[config.mk]
export PLATFORM = sky130hd
export DESIGN_NAME = nap_timer
export DESIGN_NICKNAME = d
export VERILOG_FILES = /design/src/rtl/nap_pkg.sv /design/src/rtl/nap_timer_sec_prescaler.sv /design/src/rtl/nap_timer.sv
export SDC_FILE = /design/constraint.sdc
export NUM_CORES = 1
export LEC_CHECK = 0
export BUFFER_PORTS_ARGS = -buffer_cell sky130_fd_sc_hd__buf_2
export CORE_MARGIN = 2
export CORE_UTILIZATION = 61
export CTS_CLUSTER_DIAMETER = 50
export DETAILED_ROUTE_END_ITERATION = 8
export GPL_TIMING_DRIVEN = 0
export PLACE_DENSITY_LB_ADDON = 0.08
export SKIP_CTS_REPAIR_TIMING = 1
export SLEW_MARGIN = 10
export SYNTH_ARGS = -nofsm -noshare
export SYNTH_HDL_FRONTEND = slang
export SYNTH_SLANG_ARGS = --single-unit
[constraint.sdc]
create_clock -name clock -period 3.3 [get_ports clock]
set_input_delay 0.165 -clock clock [delete_from_list [all_inputs] [get_ports clock]]
set_output_delay 0.165 -clock clock [all_outputs]
set_load 0.01 [all_outputs]
[src/rtl/nap_pkg.sv]
// nap_pkg: shared types and constants for the nap countdown controller.
//   state_e      FSM state encoding as seen on state_o
//   SEC_W/MIN_W  widths of the seconds and minutes registers
//   min_to_sec() converts a minute count to seconds in SEC_W bits
package nap_pkg;

  typedef enum logic [2:0] {
    S_IDLE   = 3'd0,
    S_COUNT  = 3'd1,
    S_PAUSE  = 3'd2,
    S_RING   = 3'd3,
    S_SNOOZE = 3'd4
  } state_e;

  localparam int SEC_W       = 13;
  localparam int MIN_W       = 7;
  localparam int SEC_PER_MIN = 60;

  // 13 bits hold up to 8191 s, so any minute count <= 136 converts without overflow.
  function automatic logic [SEC_W-1:0] min_to_sec(input logic [MIN_W-1:0] m);
    logic [SEC_W-1:0] s;
    s = SEC_W'(m) * SEC_W'(SEC_PER_MIN);
    return s;
  endfunction

endpackage

[src/rtl/nap_timer_sec_prescaler.sv]
// sec_prescaler: divides the system clock down to a one-cycle second tick.
//   clock     in   system clock
//   reset     in   asynchronous, active-low
//   clr       in   restart the second from zero (wins over en)
//   en        in   advance the count this cycle
//   sec_tick  out  high in the last cycle of each second while enabled
module sec_prescaler #(
  parameter int TICKS_PER_SEC = 50_000_000
) (
  input  logic clock,
  input  logic reset,
  input  logic clr,
  input  logic en,
  output logic sec_tick
);

  localparam int CNT_W = (TICKS_PER_SEC > 1) ? $clog2(TICKS_PER_SEC) : 1;
  localparam logic [CNT_W-1:0] LAST = CNT_W'(TICKS_PER_SEC - 1);

  logic [CNT_W-1:0] cnt_q, cnt_d;

  always_comb begin
    cnt_d = cnt_q;
    if (clr)
      cnt_d = '0;
    else if (en)
      cnt_d = (cnt_q == LAST) ? '0 : cnt_q + CNT_W'(1);
  end

  always_ff @(posedge clock or negedge reset) begin
    if (!reset) cnt_q <= '0;
    else        cnt_q <= cnt_d;
  end

  assign sec_tick = en & ~clr & (cnt_q == LAST);

endmodule

[src/rtl/nap_timer.sv]
// nap_timer: nap countdown controller feeding the alarm light sequencer.
//   clock      in   system clock, rising edge
//   reset      in   asynchronous, active-low
//   btn_up     in   debounced level, raise nap length (IDLE only)
//   btn_down   in   debounced level, lower nap length (IDLE only)
//   btn_go     in   debounced level, start / pause / resume / snooze
//   btn_stop   in   debounced level, cancel or silence
//   set_min    out  programmed nap length in minutes
//   remaining  out  seconds left in the current countdown
//   state_o    out  FSM state (nap_pkg::state_e encoding)
//   start      out  one-cycle pulse on entry to RING
//   stop       out  low only while in RING
// MAX_MIN must not exceed 136 so that set_min*60 fits in 13 bits.
module nap_timer
  import nap_pkg::*;
#(
  parameter int TICKS_PER_SEC = 50_000_000,
  parameter int DEF_MIN       = 20,
  parameter int MAX_MIN       = 90,
  parameter int SNOOZE_SEC    = 300,
  parameter int MAX_SNOOZE    = 3
) (
  input  logic             clock,
  input  logic             reset,
  input  logic             btn_up,
  input  logic             btn_down,
  input  logic             btn_go,
  input  logic             btn_stop,
  output logic [MIN_W-1:0] set_min,
  output logic [SEC_W-1:0] remaining,
  output logic [2:0]       state_o,
  output logic             start,
  output logic             stop
);

  localparam int SNZ_W = (MAX_SNOOZE > 0) ? $clog2(MAX_SNOOZE + 1) : 1;

  // Button index into the edge-detect vector.
  localparam int B_UP   = 0;
  localparam int B_DOWN = 1;
  localparam int B_GO   = 2;
  localparam int B_STOP = 3;

  state_e           state_q, state_d;
  logic [MIN_W-1:0] set_min_q, set_min_d;
  logic [SEC_W-1:0] rem_q, rem_d;
  logic [SNZ_W-1:0] snz_q, snz_d;
  logic [3:0]       btn_q, btn_now, btn_ev;
  logic             start_q, stop_q;

  logic             pre_clr, pre_en, sec_tick;
  logic             ev_up, ev_down, ev_go, ev_stop;
  logic             counting;

  // Rising-edge events; a held button yields exactly one event.
  assign btn_now = {btn_stop, btn_go, btn_down, btn_up};
  assign btn_ev  = btn_now & ~btn_q;
  assign ev_up   = btn_ev[B_UP];
  assign ev_down = btn_ev[B_DOWN];
  assign ev_go   = btn_ev[B_GO];
  assign ev_stop = btn_ev[B_STOP];

  assign counting = (state_q == S_COUNT) || (state_q == S_SNOOZE);
  assign pre_en   = counting;

  sec_prescaler #(
    .TICKS_PER_SEC(TICKS_PER_SEC)
  ) u_presc (
    .clock   (clock),
    .reset   (reset),
    .clr     (pre_clr),
    .en      (pre_en),
    .sec_tick(sec_tick)
  );

  always_comb begin
    state_d   = state_q;
    set_min_d = set_min_q;
    rem_d     = rem_q;
    snz_d     = snz_q;
    pre_clr   = 1'b0;

    case (state_q)
      S_IDLE: begin
        if (ev_stop) begin
          // Nothing to cancel; stop still masks go/up/down this cycle.
        end else if (ev_go) begin
          rem_d   = min_to_sec(set_min_q);
          snz_d   = '0;
          pre_clr = 1'b1;
          state_d = S_COUNT;
        end else if (ev_up && !ev_down) begin
          if (set_min_q != MIN_W'(MAX_MIN))
            set_min_d = set_min_q + MIN_W'(1);
        end else if (ev_down && !ev_up) begin
          if (set_min_q > MIN_W'(1))
            set_min_d = set_min_q - MIN_W'(1);
        end
      end

      S_COUNT, S_SNOOZE: begin
        if (ev_stop) begin
          // Cancel wins even over an expiring tick: no ring.
          rem_d   = '0;
          state_d = S_IDLE;
        end else if (sec_tick && rem_q <= SEC_W'(1)) begin
          // Expiry beats a same-cycle pause so the nap never parks at zero.
          rem_d   = '0;
          state_d = S_RING;
        end else begin
          // The tick already consumed its second, so keep it even when pausing.
          if (sec_tick)
            rem_d = rem_q - SEC_W'(1);
          if (ev_go && state_q == S_COUNT)
            state_d = S_PAUSE;
        end
      end

      S_PAUSE: begin
        if (ev_stop) begin
          rem_d   = '0;
          state_d = S_IDLE;
        end else if (ev_go) begin
          // Resume keeps the partial second held in the prescaler.
          state_d = S_COUNT;
        end
      end

      S_RING: begin
        if (ev_stop) begin
          state_d = S_IDLE;
        end else if (ev_go && snz_q < SNZ_W'(MAX_SNOOZE)) begin
          snz_d   = snz_q + SNZ_W'(1);
          rem_d   = SEC_W'(SNOOZE_SEC);
          pre_clr = 1'b1;
          state_d = S_SNOOZE;
        end
      end

      default: begin
        state_d = S_IDLE;
      end
    endcase
  end

  always_ff @(posedge clock or negedge reset) begin
    if (!reset) begin
      state_q   <= S_IDLE;
      set_min_q <= MIN_W'(DEF_MIN);
      rem_q     <= '0;
      snz_q     <= '0;
      btn_q     <= '0;
      start_q   <= 1'b0;
      stop_q    <= 1'b1;
    end else begin
      state_q   <= state_d;
      set_min_q <= set_min_d;
      rem_q     <= rem_d;
      snz_q     <= snz_d;
      btn_q     <= btn_now;
      // Both taken from the next state so they line up with state_o.
      start_q   <= (state_d == S_RING) && (state_q != S_RING);
      stop_q    <= (state_d != S_RING);
    end
  end

  assign set_min   = set_min_q;
  assign remaining = rem_q;
  assign state_o   = state_q;
  assign start     = start_q;
  assign stop      = stop_q;

endmodule

; ---- Yosys cells after proc, flatten, opt, wreduce, memory -nomap -nowiden
; Index checks and enable logic that the tools add are counted.
[totals]
register_bits = 57
inputBits = 6
out_inout_bits = 25
wordCells = 94
[op_classes]
add_sub_neg = 5
n_mul = 1
n_lt_le_gt_ge = 3
eq_ne = 16
mux = 35
bitwise_logic = 7
n_reduce_logical = 19
[ops]
columns = op, n
row1 = $mux W13, 8
row2 = $mux W26, 3
row3 = $pmux W13 S4, 1
row4 = $mux W7, 4
row5 = $add A26 B1 Y26 const B, 1
row6 = $eq A26 B26 Y1 const B, 1
row7 = $mux W3, 8
row8 = $le A13 B1 Y1 const B, 1
row9 = $sub A13 B1 Y13 const B, 1
row10 = $pmux W3 S4, 1
row11 = $mul A7 B4 Y11 const B, 1
row12 = $ne A2 B2 Y1 const B, 5
row13 = $eq A3 B2 Y1 const B, 3
row14 = $mux W2, 4
row15 = $reduce_bool A2 Y1, 4
row16 = $add A7 B1 Y7 const B, 1
row17 = $gt A7 B1 Y1 const B, 1
row18 = $ne A7 B7 Y1 const B, 1
row19 = $reduce_and A7 Y1, 1
row20 = $sub A7 B1 Y7 const B, 1
row21 = $logic_and A1 B1 Y1, 6
row22 = $ne A3 B2 Y1 const B, 2
row23 = $reduce_and A6 Y1, 1
row24 = $reduce_and A5 Y1, 1
row25 = other kinds (18), 25

; ---- Depth between registers and ports, before layout
[logic_depth]
ltp_word = 15
depth_mapped = 11
depth_no_buf = 11

; ---- By module
; Synthesis repeated with hierarchy kept, for this count alone.
[hier_totals]
cells_unflattened = 467
hier_area_um2 = 4314.1
[modules_own_cells]
columns = mod, instances, cells_each, area_per_inst_um2, seq_area_each_um2
row1 = nap_timer, 1, 291, 2660.1, 779.5
row2 = sec_prescaler, 1, 176, 1654.1, 650.6

; ---- Worst setup path before layout
; Ideal clock, no wire load.
[synth_path]
path_kind = register -> register
start = reg set_min_q[0] (netlist: set_min[0])
end = reg rem_q[11] (netlist: remaining[11])
setup_ns = 0.104
arrival_time_ns = 2.920
t_required_ns = 3.196
slack_ns = 0.277
path_stages_with_launch = 12
path_buffers = 0
synth_period_minus_slack_ns = 3.023
path_cell_list = dfrtp_1 -> fa_1 -> inv_1 -> fa_1 -> inv_1 -> ha_1 -> a21oi_1 -> o2111ai_1 -> a21o_1 -> a21oi_1 -> xor2_1 -> o311ai_1
[synth_via]
elab_chain_len = 4
[synth_rtl]
columns = element, line
row1 = start: declaration, nap_timer.sv:45  ; logic [MIN_W-1:0] set_min_q, set_min_d;
row2 = start signal: assignment, nap_timer.sv:149  ; set_min_q <= MIN_W'(DEF_MIN);
row3 = start signal: assignment, nap_timer.sv:157  ; set_min_q <= set_min_d;
row4 = $mul A7 B4 Y11, nap_pkg.sv:22  ; s = SEC_W'(m) * SEC_W'(SEC_PER_MIN);
row5 = $mux W13, nap_timer.sv:87  ; end else if (ev_go) begin
row6 = $mux W13, nap_timer.sv:85  ; if (ev_stop) begin
row7 = $pmux W13 S4, nap_timer.sv:83  ; case (state_q)
row8 = end signal: assignment, nap_timer.sv:158  ; rem_q <= rem_d;
row9 = end: declaration, nap_timer.sv:46  ; logic [SEC_W-1:0] rem_q, rem_d;
; Every way passes these cells. The select of a mux whose other input is x is not followed.
; A chain may end at the register's enable or synchronous reset.

; ---- Worst setup path after layout
; Same ends and word-level chain as after synthesis.

==> impl_metrics.yaml <==
global_route:
  antenna_found_initial: 0
  grt_pass1_wl_um: 17300
  grt_overflow_total: 0
  grt_max_degree: 36
  grt_pass1_vias: 3737
  track_usage_pct: 28.5
place:
  gp_congestion: 0.977
  place_ws_ps: 18.4
  dpl.hpwl_um: 7650
  port_buffers: 30
  place_area_um2: 4610
sta:
  worstMarginPinSlew_ps: 779
  slew_headroom_pct: 47.6
  fin_hold_ws_ps: 338
  setup_viol: 0
  period_share_pct: 96.0
  fin_skew_ps: 9.11
  finalSetupTns_ps: 0
  rsz0062_at_grt: "no"
  slew_violations: 0
  hold_viol_final: 0
  post-route-min-period_ps: 3170
  finalWorstSetupSlack_ps: 131
  max_freq_ghz: 0.316
pwr:
  seq_power_share_pct: 22.2
  p_int_mw: 2.65
  power_switching_mw: 2.28
  p_leak_nw: 2.19
  combPwrFrac_pct: 65.5
  p_clk_share_pct: 12.3
  netSwitchingFraction_pct: 46.2
  fin_total_pwr_mw: 4.93
  peakVddDrop_mv: 1.90
  power_density_nw_per_um2: 1000
floorplanning:
  die-area_um2: 7760
  core_area_um2: 6830
  die_h_um: 88.1
  rows: 30
  ios: 31
  die_w_um: 88.1
  start_util_pct: 63.2
cts:
  cts_buffers: 9
  htree_levels: 3
  worst_skew_pair.late_latency_ps: 350
  cts.sinks: 57
  clk_path_buf_depth: 2
  cts.clk_slew.worst_paths_ps: 70
  ctsRootBufferMaster: "clkbuf_8"
  cts_tree: "done"
routing:
  wl_per_cell_um: 16.7
  routed_wl_um: 10700
  viasPerCell: 6.23
  drc_errors: 0
  met1Wirelength_um: 4430
  maxUsedRoutingLayer: "met4"
  met3_wirelength_um: 657
  dr.pass1.iters: 5
  wl_met2_um: 5460
  dr_total_vias: 4009
  antenna_left: 0
  drt-initial-drc-count: 340
logic_synthesis:
  synth_cell_types: 63
  synthAdderAreaFrac_pct: 15.5
  yosys.area_share.simple_pct: 20.8
  synth_area_um2: 4320
  synth_area_per_cell_um2: 8.84
  synth_top_family_by_area: "compound AO/OA/AOI/OAI gates"
  syn_nets: 541
  ys_seq_area_share_pct: 33.1
  yosysWarnings: 0
  ys_ff_latch: 57
  syn_inst: 488
  synth_compound_area_share_pct: 21.9
  synth_edf_count: 0
  synth-main-ff-cell: "dfrtp_1"
  synth-async-reset-ratio_pct: 100
  synthXorXnorAreaFrac_pct: 3.86
  synth.area.mux_share_pct: 0.493
layout:
  areaGrowthSynthToFinish_pct: 13.8
  stdcell_area_um2: 4910
  final_cell_mix: "o21ai_0, dfrtp_1, ha_1"
  antenna_cells: 0
  final_layout_size_suffix_gt1_share_pct: 14.2
  mostFrequentLayoutCell: "o21ai_0"
  multi_input_area_um2: 2710
  fin_nets: 596
  fillers: 540
  seq_area_um2: 1430
critical_path:
  critPathRequiredTime_ps: 3530
  crit_path_end_kind: "flop"
  crit_type: "reg2reg"
  cp-start-kind: "flop"
  critPathMaxFanout: 8
  worstPathArrival_ps: 3400
hold_path:
  min_path_type: "in2async"
outcome:
  status: "complete, no violations"
flow_run:
  max_cap_violations: 0
path summary, 6_finish.rpt:
| kind | from | endpoint | slack, ps | depth (start not counted) |
|---|---|---|---|---|
| worst max-delay path | set_min[0] | remaining[11] | 130 | 11 |
| worst min-delay path | reset | u_presc.cnt_q[0] | 340 | 2 |
| worst max register to register | set_min[0] | remaining[11] | 130 | 11 |
| worst min register to register | u_presc.cnt_q[5] | u_presc.cnt_q[5] | 500 | 1 |
| max in group asynchronous | reset | remaining[11] | 2380 | 3 |
| min in group clock | btn_down | btn_q[1] | 470 | 2 |
synth_stat cells (9+ instances only):
| master | n | area (um^2) |
|---|---|---|
| ha_1 | 36 | 450 |
| xnor2_1 | 13 | 114 |
| nor3_1 | 13 | 65.1 |
| dfrtp_1 | 54 | 1350 |
| clkbuf_1 | 15 | 56.3 |
| nand2_1 | 32 | 120 |
| fa_1 | 11 | 220 |
| nand2b_1 | 9 | 56.3 |
| a21oi_1 | 33 | 165 |
| nor2_1 | 32 | 120 |
| o21ai_0 | 58 | 290 |
| o31ai_1 | 9 | 67.6 |
| nand3_1 | 13 | 65.1 |
| inv_1 | 27 | 101 |
| a31oi_1 | 13 | 81.3 |
| nand4_1 | 16 | 100 |
flip-flops by register name, indices dropped and copies added (netlist names):
signal	cells
stop	1
btn_q	4
snz_q	2
set_min	7
start	1
state_o	3
u_presc.cnt_q	26
remaining	13
routing by layer:
metal / track usage (%) / up-vias
li1: - / 1884
met2: 49.0 / 174
met3: 5.28 / 23
met5: 0 / -
met4: 11.8 / 0
met1: 35.2 / 1928
worst max-delay path: stages (launching register included):
cell       delay (ps)
dfrtp_2           470
fa_1              580
inv_1              60
fa_1              470
inv_1              60
ha_1              290
a21oi_2           190
o2111ai_2         170
a21o_1            200
a21oi_1           170
xor2_1            110
o311ai_1          280
area by class of cell:
cell class / instances / share of cell area [%]
inverter: 27 / 2.06
clock inverter: 5 / 0.611
buffer: 21 / 1.76
sequential: 57 / 29.2
tap: 96 / 2.45
timing repair buffer: 44 / 5.71
multi-input combinational: 383 / 55.1
clock buffer: 11 / 3.08
cells by family (layout without fill, tap and decap cells):
kind of cell               Yosys count  after routing
xor gates and xnor gates            19             19
buffers and inverters               48            108
muxes                                2              2
DFF                                 57             57
adders and majority gates           47             47
AOI/OAI and AO/OA                  154            154
and+or+nand+nor                    161            161
power by group through the flow:
| stage | logic, mW | clock network [mW] | registers [mW] |
|---|---|---|---|
| after floorplan | 2.34 | 0 | 1.12 |
| after global placement | 2.95 | 0 | 1.12 |
| after detailed placement | 3.03 | 0 | 1.13 |
| after CTS | 3.05 | 0.618 | 1.12 |
| after global routing | 3.62 | 0.648 | 1.12 |
| final | 3.23 | 0.609 | 1.09 |
through the flow:
| stage | util, % | instances |
|---|---|---|
| finish | 71.9 | 644 |
| global route | 71.9 | 644 |
| floorplan | - | 488 |
| CTS | 70.1 | 631 |
| global placement | 67.1 | 614 |
| detailed placement | 67.4 | 615 |
No activity file was read; power rests on OpenSTA's default activity.
